<file path="src/rtl/cv32e41s_pkg.sv">
// Shared types and limits for the PC hardening sequencing controller.
package cv32e41s_pkg;

    typedef enum logic [1:0] {
        PC_HW_OFF   = 2'd0,
        PC_HW_FLUSH = 2'd1,
        PC_HW_ARM   = 2'd2,
        PC_HW_ON    = 2'd3
    } pc_hw_state_e;

    localparam int unsigned PC_HW_ARM_MAX   = 15;
    localparam int unsigned PC_HW_ARM_CNT_W = $clog2(PC_HW_ARM_MAX + 1);

endpackage

</file>
<file path="src/rtl/cv32e41s_sat_counter.sv">
// Saturating event counter; an increment together with a clear restarts the count at one.
module cv32e41s_sat_counter #(
    parameter int unsigned WIDTH = 8
) (
    input  logic             clk,
    input  logic             rst_n,
    input  logic             i_inc,
    input  logic             i_clr,
    output logic [WIDTH-1:0] o_cnt
);

    logic [WIDTH-1:0] r_cnt;

    always_ff @(posedge clk or negedge rst_n) begin
        if (!rst_n) begin
            r_cnt <= '0;
        end else if (i_inc) begin
            if (i_clr) begin
                r_cnt <= WIDTH'(1);
            end else if (r_cnt != '1) begin
                r_cnt <= r_cnt + WIDTH'(1);
            end
        end else if (i_clr) begin
            r_cnt <= '0;
        end
    end

    assign o_cnt = r_cnt;

endmodule

</file>
<file path="src/rtl/cv32e41s_pc_hardening_ctrl.sv">
// Flush-then-arm sequencer for the PC checker, plus error event qualification.
// Optional error counter is built only when CV32E41S_PC_ERR_CNT_EN is defined.
module cv32e41s_pc_hardening_ctrl
    import cv32e41s_pkg::*;
#(
    parameter int unsigned ARM_CYCLES = 2,
    parameter int unsigned ERR_CNT_W  = 8
) (
    input  logic                 clk,
    input  logic                 rst_n,
    input  logic                 cpuctrl_we_i,
    input  logic                 cpuctrl_pc_hardening_i,
    output logic                 flush_req_o,
    input  logic                 flush_ack_i,
    output logic                 pc_hardening_en_o,
    input  logic                 pc_err_i,
    input  logic                 err_clr_i,
    output logic                 alert_major_o,
    output logic                 err_sticky_o,
    output logic [ERR_CNT_W-1:0] err_cnt_o,
    output logic [1:0]           state_o
);

    localparam logic [PC_HW_ARM_CNT_W-1:0] ARM_LOAD = PC_HW_ARM_CNT_W'(ARM_CYCLES - 1);

    pc_hw_state_e                r_state;
    pc_hw_state_e                w_state_next;
    logic                        r_target;
    logic                        w_target_next;
    logic [PC_HW_ARM_CNT_W-1:0]  r_arm_cnt;
    logic [PC_HW_ARM_CNT_W-1:0]  w_arm_cnt_next;
    logic                        r_pc_err;
    logic                        r_alert;
    logic                        r_sticky;
    logic                        w_qerr;

    always_ff @(posedge clk or negedge rst_n) begin
        if (!rst_n) begin
            r_state   <= PC_HW_OFF;
            r_target  <= 1'b0;
            r_arm_cnt <= '0;
        end else begin
            r_state   <= w_state_next;
            r_target  <= w_target_next;
            r_arm_cnt <= w_arm_cnt_next;
        end
    end

    // A write in the same cycle as the ack updates the target before the ack resolves.
    always_comb begin
        w_state_next   = r_state;
        w_target_next  = r_target;
        w_arm_cnt_next = r_arm_cnt;
        if (cpuctrl_we_i) begin
            w_target_next = cpuctrl_pc_hardening_i;
        end
        unique case (r_state)
            PC_HW_OFF: begin
                if (cpuctrl_we_i && cpuctrl_pc_hardening_i) begin
                    w_state_next = PC_HW_FLUSH;
                end
            end
            PC_HW_FLUSH: begin
                if (flush_ack_i) begin
                    if (w_target_next) begin
                        w_state_next   = PC_HW_ARM;
                        w_arm_cnt_next = ARM_LOAD;
                    end else begin
                        w_state_next = PC_HW_OFF;
                    end
                end
            end
            PC_HW_ARM: begin
                if (cpuctrl_we_i && !cpuctrl_pc_hardening_i) begin
                    w_state_next = PC_HW_FLUSH;
                end else if (r_arm_cnt == '0) begin
                    w_state_next = PC_HW_ON;
                end else begin
                    w_arm_cnt_next = r_arm_cnt - 1'b1;
                end
            end
            PC_HW_ON: begin
                if (cpuctrl_we_i && !cpuctrl_pc_hardening_i) begin
                    w_state_next = PC_HW_FLUSH;
                end
            end
            default: begin
                w_state_next = PC_HW_OFF;
            end
        endcase
    end

    assign w_qerr = (r_state == PC_HW_ON) && pc_err_i && !r_pc_err;

    always_ff @(posedge clk or negedge rst_n) begin
        if (!rst_n) begin
            r_pc_err <= 1'b0;
            r_alert  <= 1'b0;
            r_sticky <= 1'b0;
        end else begin
            r_pc_err <= pc_err_i;
            r_alert  <= w_qerr;
            if (w_qerr) begin
                r_sticky <= 1'b1;
            end else if (err_clr_i) begin
                r_sticky <= 1'b0;
            end
        end
    end

`ifdef CV32E41S_PC_ERR_CNT_EN
    cv32e41s_sat_counter #(
        .WIDTH (ERR_CNT_W)
    ) u_err_cnt (
        .clk   (clk),
        .rst_n (rst_n),
        .i_inc (w_qerr),
        .i_clr (err_clr_i),
        .o_cnt (err_cnt_o)
    );
`else
    assign err_cnt_o = '0;
`endif

    assign flush_req_o       = (r_state == PC_HW_FLUSH);
    assign pc_hardening_en_o = ((r_state == PC_HW_FLUSH) && r_target) ||
                               (r_state == PC_HW_ARM) || (r_state == PC_HW_ON);
    assign alert_major_o     = r_alert;
    assign err_sticky_o      = r_sticky;
    assign state_o           = r_state;

endmodule

</file>
<file path="config.mk">
export PLATFORM = sky130hd
export DESIGN_NAME = cv32e41s_pc_hardening_ctrl
export DESIGN_NICKNAME = d
export VERILOG_FILES = /design/src/rtl/cv32e41s_pkg.sv /design/src/rtl/cv32e41s_sat_counter.sv /design/src/rtl/cv32e41s_pc_hardening_ctrl.sv
export SDC_FILE = /design/constraint.sdc
export NUM_CORES = 1
export LEC_CHECK = 0
export CAP_MARGIN = 20
export CORE_UTILIZATION = 44
export DETAILED_ROUTE_END_ITERATION = 16
export GPL_TIMING_DRIVEN = 0
export PLACE_DENSITY_LB_ADDON = 0.12
export SKIP_CTS_REPAIR_TIMING = 1
export SLEW_MARGIN = 20
export SYNTH_ARGS = -nofsm -noshare
export SYNTH_HDL_FRONTEND = slang
export SYNTH_SLANG_ARGS = --single-unit
</file>
<file path="constraint.sdc">
create_clock -name clk -period 2.3 [get_ports clk]
set_input_delay 0.23 -clock clk [delete_from_list [all_inputs] [get_ports clk]]
set_output_delay 0.23 -clock clk [all_outputs]
set_load 0.01 [all_outputs]
</file>
# == After elaboration in Yosys (flattened, before gate mapping) ==
# Cells that the tools add are included.
# W data, S select, Z words.
# totals
reg_bits,10
latchBits,0
ramBits,0
rom_bits,0
inputBits,7
wordCells,47
memories,0
# classes
add_sub_neg,1
n_mul,0
div_mod_pow,0
n_lt_le_gt_ge,0
eq_ne,10
n_shift,0
mux,15
bitwise,0
n_reduce_logical,15
# op_table
operator,n
$mux W4,4
$mux W2,6
$ne A2 B2 Y1 const B,4
$pmux W2 S4,1
$pmux W4 S2,1
$logic_and A1 B1 Y1,5
$reduce_and A5 Y1,1
$eq A2 B2 Y1 const B,2
$logic_not A4 Y1,1
$ne A2 B1 Y1 const B,2
$reduce_and A4 Y1,1
$reduce_bool A2 Y1,2
$sub A4 B1 Y4 const B,1
$mux W1,3
$ne A3 B3 Y1 const B,1
$eq A2 B1 Y1 const B,1
$logic_not A1 Y1,2
$logic_not A2 Y1,1
$logic_or A1 B1 Y1,2

# == Logic depth before layout (Yosys ltp) ==
# Gate-level depths: netlist (run 1).
# logic_depth
word_depth,4
mapped_depth,7
mapped_depth_nobuf,6

# == Worst setup path before layout (run 1) ==
# Ideal clock, no wire load.
# synth_path
kind,register -> register
startpoint,reg r_state[1] (netlist: state_o[1])
endpoint,reg r_arm_cnt[2]
setup_ns,0.076
arrival_ns,1.664
required_time_ns,2.224
slack_ns,0.560
stages_incl_launch_ff,7
cell_sequence,dfrtp_1 > inv_1 > ha_1 > and2b_2 > a31oi_4 > or4b_1 > o21ai_1
# synth_via
elab_chain_len,3
# synth_rtl
item,line,text
"start, declared",cv32e41s_pc_hardening_ctrl.sv:26,pc_hw_state_e r_state;
"start signal, assigned",cv32e41s_pc_hardening_ctrl.sv:43,r_state <= w_state_next;
$eq A2 B1 Y1 (*),n/a,
net flush_req_o,cv32e41s_pc_hardening_ctrl.sv:13,"output logic flush_req_o,"
$ne A2 B1 Y1 (no source line) or $reduce_bool A2 Y1 (tied branches),n/a,
$reduce_and A5 Y1 (no source line),n/a,
"end signal, assigned",cv32e41s_pc_hardening_ctrl.sv:45,r_arm_cnt <= w_arm_cnt_next;
"end, declared",cv32e41s_pc_hardening_ctrl.sv:30,logic [PC_HW_ARM_CNT_W-1:0] r_arm_cnt;
# Mark *: on every way through the listed nets, which the timed path passes. The rest lies on a longest branch.
# A chain may end at the register's enable or synchronous reset.

# == Worst setup path after layout (run 1) ==
# layout_path
startpoint,reg r_state[0] (netlist: state_o[0])
endpoint,out pc_hardening_en_o
# layout_via
elab_chain_len,4
# layout_rtl
item,line,text
$eq A2 B1 Y1,cv32e41s_pc_hardening_ctrl.sv:126,assign pc_hardening_en_o = ((r_state == PC_HW_FLUSH) && r_target) ||
$logic_and A1 B1 Y1,cv32e41s_pc_hardening_ctrl.sv:126,
$logic_or A1 B1 Y1,cv32e41s_pc_hardening_ctrl.sv:126,
$logic_or A1 B1 Y1 (*),cv32e41s_pc_hardening_ctrl.sv:127,(r_state == PC_HW_ARM) || (r_state == PC_HW_ON);
"end, declared",cv32e41s_pc_hardening_ctrl.sv:15,"output logic pc_hardening_en_o,"
# Mark *: on every way between the ends. The rest lies on a longest branch, timed or not.

==> results of run 1 <==
-- layout make-up --
class	instances	area share (%)
multi-input combinational	51	40.9
tap	15	2.14
timing repair buffer	12	13.7
inverter	7	2.99
sequential	10	28.5
buffer	9	7.69
clock buffer	4	4.13
-- cells in the mapped netlist, drive strengths merged, types with 2 or more instances --
cell type	number
a21o	2
a21oi	2
buf	9
dfrtp	10
ha	6
inv	7
nand2	6
nand3	2
nor2	4
o21ai	4
o221ai	2
o22ai	2
-- cell families after synthesis --
logic type | count (synthesis) | synth area share (%)
compound gates | 16 | 18.3
buf+inv | 16 | 13.9
flops | 10 | 37.0
mux | 2 | 3.70
fa+ha+maj | 6 | 11.1
other cells | 1 | 0.554
simple gates | 19 | 15.5
-- worst max-delay path: stages (launching register included) --
cell,delay [ps]
dfrtp_1,400
inv_1,90
ha_1,200
buf_4,160
a211o_1,270
clkdlybuf4s50_1,470
-- worst paths after layout --
check                      slack, ps                        to                    from  cells after the start
max                              210         pc_hardening_en_o  state_o[0]$_DFFE_PN0P_                      5
min                              280        r_pc_err$_DFF_PN0_                   rst_n                      1
max reg2reg                      530  r_arm_cnt[2]$_DFFE_PN0P_  state_o[1]$_DFFE_PN0P_                      6
min reg2reg                      430   alert_major_o$_DFF_PN0_      r_pc_err$_DFF_PN0_                      1
max in group asynchronous       1690  r_arm_cnt[0]$_DFFE_PN0P_                   rst_n                      1
min in group clk                 430   alert_major_o$_DFF_PN0_      r_pc_err$_DFF_PN0_                      1
-- through the flow --
stage                     total power [uW]  util (%)  std cells
final                                  804      64.3        108
after CTS                              814      64.3        108
after global routing                   871      64.3        108
after floorplan                        510         -         77
after global placement                 642      61.6        104
after detailed placement               652      61.6        104
-- flip-flops by register name, summed over array words and instances (netlist names) --
name           count
err_sticky_o       1
r_arm_cnt          4
state_o            2
r_pc_err           1
r_target           1
alert_major_o      1
-- routing by layer --
metal	global-route usage, %	share of wire [%]	vias to the layer above	routed length, um
met5	0	0	-	0
met4	9.68	1.5	0	19
met3	9.78	8.1	5	102
met2	28.9	48	19	597
met1	19.2	42	237	532
li1	-	-	271	-
-- power groups by stage --
stage               Combinational [uW]  Clock, uW  Sequential [uW]
floorplan                          257          0              253
global placement                   393          0              249
detailed placement                 401          0              250
CTS                                402        165              248
global route                       443        173              255
finish                             399        156              249
==> summary.txt, run 1 <==
Post-DRT Antenna Nets: 0
Synth top area share: 37.0%
Routability Congestion: 0.795
clock share of power: 19.5%
Yosys reg bits: 10
worst setup margin: 208 ps
pre-CTS setup slack: 455 ps
die area: 1700 um2
final setup violating endpoints: 0
Crit. End Element: output pin
Clock Latency Late Sink: 270 ps
clk slew on worst S/H paths: 70 ps
layout cells sized above 1: 19.4%
PwrDens: 915 nW/um2
WS Path Type: flip-flop to output pin
initial antenna violation count: 0
Pint: 514 uW
Die W: 41.2 um
cell area after layout: 878 um2
grt ovf: 0
DP HPWL: 993 um
Most used DFF post-synth: dfrtp_1
Initial Utilization: 49.5%
# DRC: 0
Max Freq: 0.478 GHz
H-tree levels: 1
Post-synth EDFFs: 0
type of origin of the critical path: flip-flop
minimum clock period: 2090 ps
CTS tree: done
Layout area overhead: 29.8%
CORE AREA: 1370 um2
vias in the first global route: 418
FILL cells: 137
RSZ-0062 raised after global routing: no
synthesized area: 677 um2
sequential share of power: 30.9%
# IOs: 21
PortBufs: 12
Root Driver: clkbuf_4
# Max-Cap Violations: 0
Wirelength per Cell: 11.6 um
Vias/cell: 4.93
Post-Place Cell Area: 842 um2
Hold WS: 282 ps
final WL: 1.25 mm
Fin Setup TNS: 0 ps
largest area contributor in the netlist: dfrtp_1
clock sink total: 10
CTS buffer count: 3
ys async rst share: 100%
most common cell after layout, fill and taps aside: clkdlybuf4s50_1
sw frac: 36.1%
via count: 532
std cell rows: 13
area of the multi-input gates: 359 um2
most frequent cells in the layout: clkdlybuf4s50_1, dfrtp_1, buf_4
Die Ht: 41.2 um
sequential share of the synthesized area: 37.0%
Yosys cell types: 28
YS warnings: 0
CP arrival: 1860 ps
Switch Pwr: 290 uW
Tot GR Track Use: 18.2%
Comb power frac: 49.6%
clk buf depth: 2
cells after synthesis: 70
register area: 250 um2
CP max FO: 9
synth top area cells: dfrtp_1, ha_1, buf_4
Tcrit/Tclk final: 90.9%
Leakage: 0.000443 uW
HP Class: input port to async pin
First-pass DRT Iterations: 4
diodes inserted: 0
Mean Syn Cell Area: 9.67 um2
Final Hold Fails: 0
pin count of the biggest net entering global routing: 11
Starting DRT DRC Count: 8
Worst Path Required: 2070 ps
Setup Skew: 7.24 ps
first-pass GRT wire length: 1.83 mm
Slew Viols, Final: 0
peak supply drop: 0.556 mV
Layout Nets: 107
status: completed
Power figures use the tool's default switching activity.
==> run 2: changes to the inputs <==
- CELL_PAD_IN_SITES_DETAIL_PLACEMENT: unset -> 0
- CELL_PAD_IN_SITES_GLOBAL_PLACEMENT: unset -> 2
- CORE_UTILIZATION: 44 -> 28
- clock period: 2.3 -> 2.7 ns (I/O delays scaled with it)
==> summary.txt, run 2 (same netlist as run 1, synthesis figures left out) <==
clock sink total: 10 (unchanged)
worst setup margin: 582 ps (was 208 ps)
pre-CTS setup slack: 822 ps (was 455 ps)
Slew Viols, Final: 0 (unchanged)
register area: 250 um2 (unchanged)
Crit. End Element: output pin (unchanged)
clk slew on worst S/H paths: 60 ps (was 70 ps)
CTS buffer count: 3 (unchanged)
Die Ht: 51.2 um (was 41.2 um)
Layout area overhead: 30.1% (was 29.8%)
Tot GR Track Use: 11.0% (was 18.2%)
first-pass GRT wire length: 2.13 mm (was 1.83 mm)
most common cell after layout, fill and taps aside: clkdlybuf4s50_1 (unchanged)
layout cells sized above 1: 18.5% (was 19.4%)
vias in the first global route: 527 (was 418)
# DRC: 0 (unchanged)
grt ovf: 0 (unchanged)
Fin Setup TNS: 0 ps (unchanged)
diodes inserted: 0 (unchanged)
FILL cells: 255 (was 137)
# Max-Cap Violations: 0 (unchanged)
PortBufs: 12 (unchanged)
RSZ-0062 raised after global routing: no (unchanged)
DP HPWL: 986 um (was 993 um)
area of the multi-input gates: 359 um2 (unchanged)
Setup Skew: 3.24 ps (was 7.24 ps)
most frequent cells in the layout: clkdlybuf4s50_1, dfrtp_1, buf_4 (unchanged)
CP max FO: 9 (unchanged)
Post-Place Cell Area: 858 um2 (was 842 um2)
peak supply drop: 0.537 mV (was 0.556 mV)
final setup violating endpoints: 0 (unchanged)
Wirelength per Cell: 10.4 um (was 11.6 um)
via count: 521 (was 532)
HP Class: input port to async pin (unchanged)
H-tree levels: 1 (unchanged)
# IOs: 21 (unchanged)
WS Path Type: flip-flop to output pin (unchanged)
PwrDens: 735 nW/um2 (was 915 nW/um2)
Root Driver: clkbuf_4 (unchanged)
Final Hold Fails: 0 (unchanged)
Max Freq: 0.472 GHz
Layout Nets: 107 (unchanged)
Leakage: 0.000436 uW (was 0.000443 uW)
initial antenna violation count: 0 (unchanged)
Tcrit/Tclk final: 78.4%
CTS tree: done (unchanged)
Routability Congestion: 0.739 (was 0.795)
Crit Reg-Reg Startpoint: state_o[1]$_DFFE_PN0P_ (unchanged)
pin count of the biggest net entering global routing: 11 (unchanged)
die area: 2620 um2 (was 1700 um2)
Initial Utilization: 30.0% (was 49.5%)
minimum clock period: 2120 ps
Die W: 51.2 um (was 41.2 um)
Reg2Reg Depth: 6 (unchanged)
final WL: 1.25 mm (about the same)
clk buf depth: 2 (unchanged)
r2r setup slk: 950 ps (was 530 ps)
status: completed (unchanged)
First-pass DRT Iterations: 3 (was 4)
cell area after layout: 881 um2 (was 878 um2)
Starting DRT DRC Count: 5 (was 8)
capture point of the worst reg-to-reg path: r_arm_cnt[2]$_DFFE_PN0P_ (unchanged)
Vias/cell: 4.34 (was 4.93)
max reg flops: 4 (unchanged)
largest reg by FF count: r_arm_cnt (unchanged)
type of origin of the critical path: flip-flop (unchanged)
CP arrival: 1850 ps (was 1860 ps)
std cell rows: 17 (was 13)
Clock Latency Late Sink: 260 ps (was 270 ps)
Worst Path Required: 2430 ps (was 2070 ps)
Post-DRT Antenna Nets: 0 (unchanged)
CORE AREA: 2250 um2 (was 1370 um2)
## run 2: changes by cell type in the layout (fill, tap and decap cells not counted), sizes merged
cell    delta
clkbuf     -1
## run 2: where the power goes
group,switching [uW],leakage [uW],total (uW),internal (uW)
combinational,167,0.000296,339,172
sequential,27.2,0.000127,210,183
clock,47.0,0.0000138,98.3,51.3
## run 2: final cells by class
cell class | count | area share, %
Timing Repair Buffer | 12 | 13.6
Sequential cell | 10 | 28.4
Multi-Input combinational cell | 51 | 40.8
Buffer | 9 | 7.67
Tap cell | 28 | 3.98
Clock buffer | 3 | 2.56
Inverter | 7 | 2.98
## run 2: how the worst max path moves through the flow
stage	from	end
floorplan	state_o[1]$_DFFE_PN0P_	r_arm_cnt[2]$_DFFE_PN0P_
global placement	cpuctrl_we_i	state_o[1]$_DFFE_PN0P_
detailed placement	cpuctrl_we_i	state_o[1]$_DFFE_PN0P_
CTS	state_o[0]$_DFFE_PN0P_	pc_hardening_en_o
global route	state_o[0]$_DFFE_PN0P_	pc_hardening_en_o
finish	state_o[0]$_DFFE_PN0P_	pc_hardening_en_o
## run 2: critical path, cell delays in order, from the launching register on
cell             delay (ps)
dfrtp_1                 400
inv_1                    90
ha_1                    200
buf_4                   160
a211o_1                 270
clkdlybuf4s50_1         470
## run 2: per-layer routing
layer	vias to the layer above	share of wire (%)	routed length, um	global-route usage (%)
met5	-	0	0	0
met4	0	1.0	13	4.17
met3	2	5.4	67	3.57
met2	12	45	563	18.0
met1	235	48	603	13.2
li1	272	-	-	-
## run 2: stage by stage
stage | util (%) | hold slack, ps | total power, uW | cells
floorplan | - | -25.6 | 434 | 77
global placement | 38.1 | 415 | 559 | 117
detailed placement | 38.1 | 415 | 555 | 117
CTS | 39.1 | 341 | 659 | 120
global route | 39.1 | 366 | 705 | 120
finish | 39.1 | 327 | 648 | 120
